==> src/rtl/sargantana_icache_replace_ctrl.sv <==
// Instruction-cache refill sequencer: picks a victim way on a miss, fetches the line
// from memory and issues a single one-hot way write, surviving flush/kill aborts.
module sargantana_icache_replace_ctrl #(
   parameter int ICACHE_N_WAY     = 4,
   parameter int ICACHE_IDX_WIDTH = 6
) (
   input  logic                            clk_i,
   input  logic                            rstn_i,
   input  logic                            miss_valid_i,
   output logic                            miss_ready_o,
   input  logic [ICACHE_IDX_WIDTH-1:0]     miss_idx_i,
   input  logic [ICACHE_N_WAY-1:0]         way_valid_i,
   output logic                            fill_req_o,
   input  logic                            fill_gnt_i,
   input  logic                            fill_valid_i,
   input  logic                            fill_error_i,
   input  logic                            flush_i,
   input  logic                            kill_i,
   output logic [ICACHE_N_WAY-1:0]         way_we_o,
   output logic [ICACHE_IDX_WIDTH-1:0]     write_idx_o,
   output logic [$clog2(ICACHE_N_WAY)-1:0] victim_way_o,
   output logic                            busy_o,
   output logic                            error_o
);

   localparam int WAY_W = $clog2(ICACHE_N_WAY);

   typedef enum logic [2:0] {
      S_IDLE,
      S_REQ,
      S_WAIT,
      S_DRAIN,
      S_WRITE
   } state_t;

   state_t                      r_state;
   logic [WAY_W-1:0]            r_rrPtr;
   logic [WAY_W-1:0]            r_victim;
   logic [ICACHE_IDX_WIDTH-1:0] r_writeIdx;
   logic                        r_useRr;
   logic                        r_error;

   logic                        w_abort;
   logic                        w_accept;
   logic                        w_anyFree;
   logic [WAY_W-1:0]            w_freeVictim;
   logic [ICACHE_N_WAY-1:0]     w_wayWe;

   assign w_abort   = flush_i | kill_i;
   assign w_anyFree = ~&way_valid_i;
   assign w_accept  = miss_valid_i & miss_ready_o;

   // Scanning downwards leaves the lowest-index invalid way as the final pick.
   always_comb begin
      w_freeVictim = '0;
      for (int i = ICACHE_N_WAY - 1; i >= 0; i--) begin
         if (!way_valid_i[i]) begin
            w_freeVictim = WAY_W'(i);
         end
      end
   end

   always_comb begin
      w_wayWe = '0;
      for (int i = 0; i < ICACHE_N_WAY; i++) begin
         w_wayWe[i] = (r_state == S_WRITE) && !flush_i && (r_victim == WAY_W'(i));
      end
   end

   always_ff @(posedge clk_i or negedge rstn_i) begin
      if (!rstn_i) begin
         r_state    <= S_IDLE;
         r_rrPtr    <= '0;
         r_victim   <= '0;
         r_writeIdx <= '0;
         r_useRr    <= 1'b0;
         r_error    <= 1'b0;
      end else begin
         r_error <= 1'b0;
         case (r_state)
            S_IDLE: begin
               if (w_accept) begin
                  r_victim   <= w_anyFree ? w_freeVictim : r_rrPtr;
                  r_useRr    <= ~w_anyFree;
                  r_writeIdx <= miss_idx_i;
                  r_state    <= S_REQ;
               end
            end
            // A grant that coincides with an abort still leaves a response in flight.
            S_REQ: begin
               if (fill_gnt_i) begin
                  r_state <= w_abort ? S_DRAIN : S_WAIT;
               end else if (w_abort) begin
                  r_state <= S_IDLE;
               end
            end
            S_WAIT: begin
               if (fill_valid_i) begin
                  if (w_abort) begin
                     r_state <= S_IDLE;
                  end else if (fill_error_i) begin
                     r_error <= 1'b1;
                     r_state <= S_IDLE;
                  end else begin
                     r_state <= S_WRITE;
                  end
               end else if (w_abort) begin
                  r_state <= S_DRAIN;
               end
            end
            S_DRAIN: begin
               if (fill_valid_i) begin
                  r_state <= S_IDLE;
               end
            end
            // The pointer moves only when a round-robin victim was actually written.
            S_WRITE: begin
               if (r_useRr && !flush_i) begin
                  r_rrPtr <= r_rrPtr + 1'b1;
               end
               r_state <= S_IDLE;
            end
            default: r_state <= S_IDLE;
         endcase
      end
   end

   assign miss_ready_o = rstn_i & (r_state == S_IDLE) & ~w_abort;
   assign fill_req_o   = (r_state == S_REQ);
   assign busy_o       = (r_state != S_IDLE);
   assign way_we_o     = w_wayWe;
   assign write_idx_o  = r_writeIdx;
   assign victim_way_o = r_victim;
   assign error_o      = r_error;

endmodule
==> config.mk <==
export PLATFORM = sky130hd
export DESIGN_NAME = sargantana_icache_replace_ctrl
export DESIGN_NICKNAME = d
export VERILOG_FILES = /design/src/rtl/sargantana_icache_replace_ctrl.sv
export SDC_FILE = /design/constraint.sdc
export NUM_CORES = 1
export LEC_CHECK = 0
export BUFFER_PORTS_ARGS = -buffer_cell sky130_fd_sc_hd__buf_2
export CAP_MARGIN = 20
export CORE_MARGIN = 1.5
export CORE_UTILIZATION = 42
export CTS_BUF_LIST = sky130_fd_sc_hd__clkbuf_4
export CTS_CLUSTER_SIZE = 12
export DETAILED_ROUTE_END_ITERATION = 10
export HOLD_SLACK_MARGIN = 0.06
export PLACE_DENSITY = 0.76
export SLEW_MARGIN = 40
export SYNTH_ARGS = -nofsm -noshare
export SYNTH_HDL_FRONTEND = slang
export SYNTH_SLANG_ARGS = --single-unit
==> constraint.sdc <==
create_clock -name clk_i -period 1.2 [get_ports clk_i]
set_input_delay 0.18 -clock clk_i [delete_from_list [all_inputs] [get_ports clk_i]]
set_output_delay 0.18 -clock clk_i [all_outputs]
set_load 0.05 [all_outputs]
==> run_results.csv <==
group,metric,value,unit
global_routing,grt_max_degree,10,
clock_tree,clkLatencyLatePin,290,ps
timing,finClkSkew,9.030,ps
floorplanning,start_util,45.91,%
timing,slew_headroom,76.50,%
global_routing,grt_usage,20.88,%
detailed_routing,routed_via_density,5.063,
power_and_ir_drop,p_per_area,2038,nW/um^2
timing,layout_setup_ws,-466.4,ps
detailed_routing,first_pass_iters,7,
global_routing,grt_use_met3,4.082,%
detailed_routing,routed_wl,1.811,mm
global_routing,first_global_vias,648,
timing,rsz0062_at_grt,"yes",
place,hpwl,1.225,mm
outcome,status,"finished with violations",
setup_path,worst_setup_path_start_kind,"register",
detailed_routing,drtIter0Drc,12,
setup_path,path_max_fanout,5,
timing,setup_viol,19,
power_and_ir_drop,leakagePower,0.6043,nW
final_layout,final_core_util,77.77,%
place,io_buffers,33,
timing,finalCritPeriodShare,138.9,%
clock_tree,cts_max_level,1,
logic_synthesis,syn_area,715.7,sq um
floorplanning,die_w,44.28,microns
timing,worstMarginPinSlew,351.0,ps
timing,hold_viol_final,0,
flow_run,cap_violations,0,
detailed_routing,wire_per_inst,14.15,microns
global_routing,met1_usage,23.80,%
outcome,violations,"design-rule violations, negative setup slack",
setup_path,required,1020,ps
clock_tree,clockBufferDepth,2,
clock_tree,cts_sinks,15,
final_layout,synthToLayoutAreaGrowth,69.41,%
place,pre_cts_slack,-245.3,ps
timing,min_period,1666,ps
floorplanning,die_area,1961,sq um
timing,drv_slew,0,
place,globalplace.congestion,0.7189,
logic_synthesis,ys_ff_latch,15,
clock_tree,cts_tree,"done",
setup_path,slowest_delay,410,ps
global_routing,grt-ovfl-total,0,
final_layout,insertedDiodeCount,0,
global_routing,busiest_layer,"met2",
final_layout,layout-drive-gt1-share,66.96,%
global_routing,grt_pass1_wl,2.870,mm
final_layout,layout.nets,131,
setup_path,endpoint_kind,"output port",
floorplanning,fp.coreArea,1559,sq um
floorplanning,io_pins,34,
setup_path,crit_type,"register to output port",
setup_path,crit_arrival,1490,ps
timing,timing.setup.tns,-5210,ps
setup_path,cp_cell_sequence,"nor4b_4, and3_4, buf_8",
timing,fmax,600.1,MHz
power_and_ir_drop,ir_drop,0.001439,V
hold_path,min_path_type,"input pin to register",
detailed_routing,vias,648,
clock_tree,numCtsBuffers,3,
detailed_routing,drc_errors,2,
logic_synthesis,synth_cell_types,18,
clock_tree,clk_pin_slew,100,ps
logic_synthesis,avgSynthCellArea,11.73,sq um
timing,holdWs,118.3,ps
logic_synthesis,yosys_warnings,0,
clock_tree,cts_root_buf,"clkbuf_4",
setup_path,slowest_stage,"dfrtp_1",
floorplanning,chipHeight,44.28,microns
global_routing,antenna_found_initial,0,
detailed_routing,detail-route-antenna-nets,0,
floorplanning,rows,14,
logic_synthesis,synth_nets,79,
logic_synthesis,ys_seq_area_share,52.45,%
global_routing,use_met2,36.76,%
logic_synthesis,synth_cells,61,
power_and_ir_drop,power,2.471,mW
## layout by cell type, fill, tap and decap left out, types with 2 or more instances in the layout
cell type      instances
mux2i_1                3
dfrtp_1               13
dfrtp_2                2
xnor2_1                2
buf_6                  6
clkbuf_4               4
mux2_2                 7
dlygate4sd3_1          2
nand2_1                4
buf_4                  8
nand3_4                2
nor2_1                 2
buf_8                  5
o211ai_1               2
and3_4                 5
nor2_4                 2
inv_1                  6
buf_2                 25
## routing by layer
metal  share of wire (%)  wire [microns]
met3                 4.3              77
met4                 1.7              31
met2                  56            1009
met1                  38             692
met5                   0               0
## critical path: cells and delay by family (launching register included)
| kind | cells | cell delay (ps) |
|---|---|---|
| buf+inv | 1 | 140 |
| flops | 1 | 410 |
| simple gates | 2 | 650 |
## per-stage QoR
step	instance area (sq um)	cells
floorplan	749.5	61
global placement	1002	119
finish	1212	128
detailed placement	1002	119
CTS	1149	127
global route	1212	128
## final cells by class
type                       instances  area (sq um)
clock inverter                     1         5.005
clock buffer                       3         22.52
fill                             101         346.6
multi-input combinational         40         409.1
tap                               16         20.02
inverter                           6         22.52
timing repair buffer              47         355.3
sequential                        15         377.9
## what timing repair did
action / CTS / global route
buffers inserted: 3 / 1
resized for setup: 25 / 13
hold buffers: 2 / 0
pin swaps: 6 / 6
endpoints found under the setup margin: 19 / 22
cloned: 0 / 0
hold endpoints to repair: 16 / 0
## cell families (layout without fill, tap and decap cells)
logic type | count (synthesis) | in the layout | share of synthesized area (%)
AOI/OAI and AO/OA | 3 | 3 | 3.321
DFF | 15 | 15 | 52.45
and+or+nand+nor | 24 | 24 | 22.21
muxes | 10 | 10 | 15.21
buffers and inverters | 6 | 57 | 3.147
xor gates and xnor gates | 3 | 3 | 3.672
## flip-flops by register name (all words and copies together), names as in the netlist
signal        cells
error_o           1
r_useRr           1
write_idx_o       6
r_rrPtr           2
r_state           3
victim_way_o      2
## power by group
group          switching [mW]  internal (mW)
Sequential              0.129          0.681
Combinational           0.902          0.471
Clock                   0.165          0.124
Total                    1.20           1.28
## cells in the mapped netlist
cell / number / area [sq um]
or3b_2: 1 / 8.760
nand4_1: 1 / 6.260
mux2i_1: 3 / 30.03
nand4_4: 1 / 21.27
o211ai_1: 2 / 15.01
mux2_2: 7 / 78.83
xnor2_1: 3 / 26.28
nand2_1: 5 / 18.77
inv_1: 6 / 22.52
nor2_1: 5 / 18.77
nor2b_1: 1 / 6.260
or3_1: 1 / 6.260
nor3_4: 1 / 16.27
dfrtp_1: 15 / 375.4
nand3_1: 2 / 10.01
o221ai_1: 1 / 8.760
nor4b_2: 1 / 15.01
and3_1: 5 / 31.28
## final timing paths
kind / from / end / slack, ps / depth (start not counted)
setup / recovery: r_state[1]$_DFFE_PN0P_ / way_we_o[1] / -470 / 3
hold / removal: miss_idx_i[0] / write_idx_o[0]$_DFFE_PN0P_ / 120 / 2
setup reg to reg: r_state[1]$_DFFE_PN0P_ / write_idx_o[4]$_DFFE_PN0P_ / -240 / 5
hold reg to reg: write_idx_o[3]$_DFFE_PN0P_ / write_idx_o[3]$_DFFE_PN0P_ / 500 / 1
max in group asynchronous: rstn_i / r_state[0]$_DFFE_PN0P_ / 600 / 3
min in group asynchronous: rstn_i / write_idx_o[0]$_DFFE_PN0P_ / 420 / 3
Power figures use the tool's default switching activity.
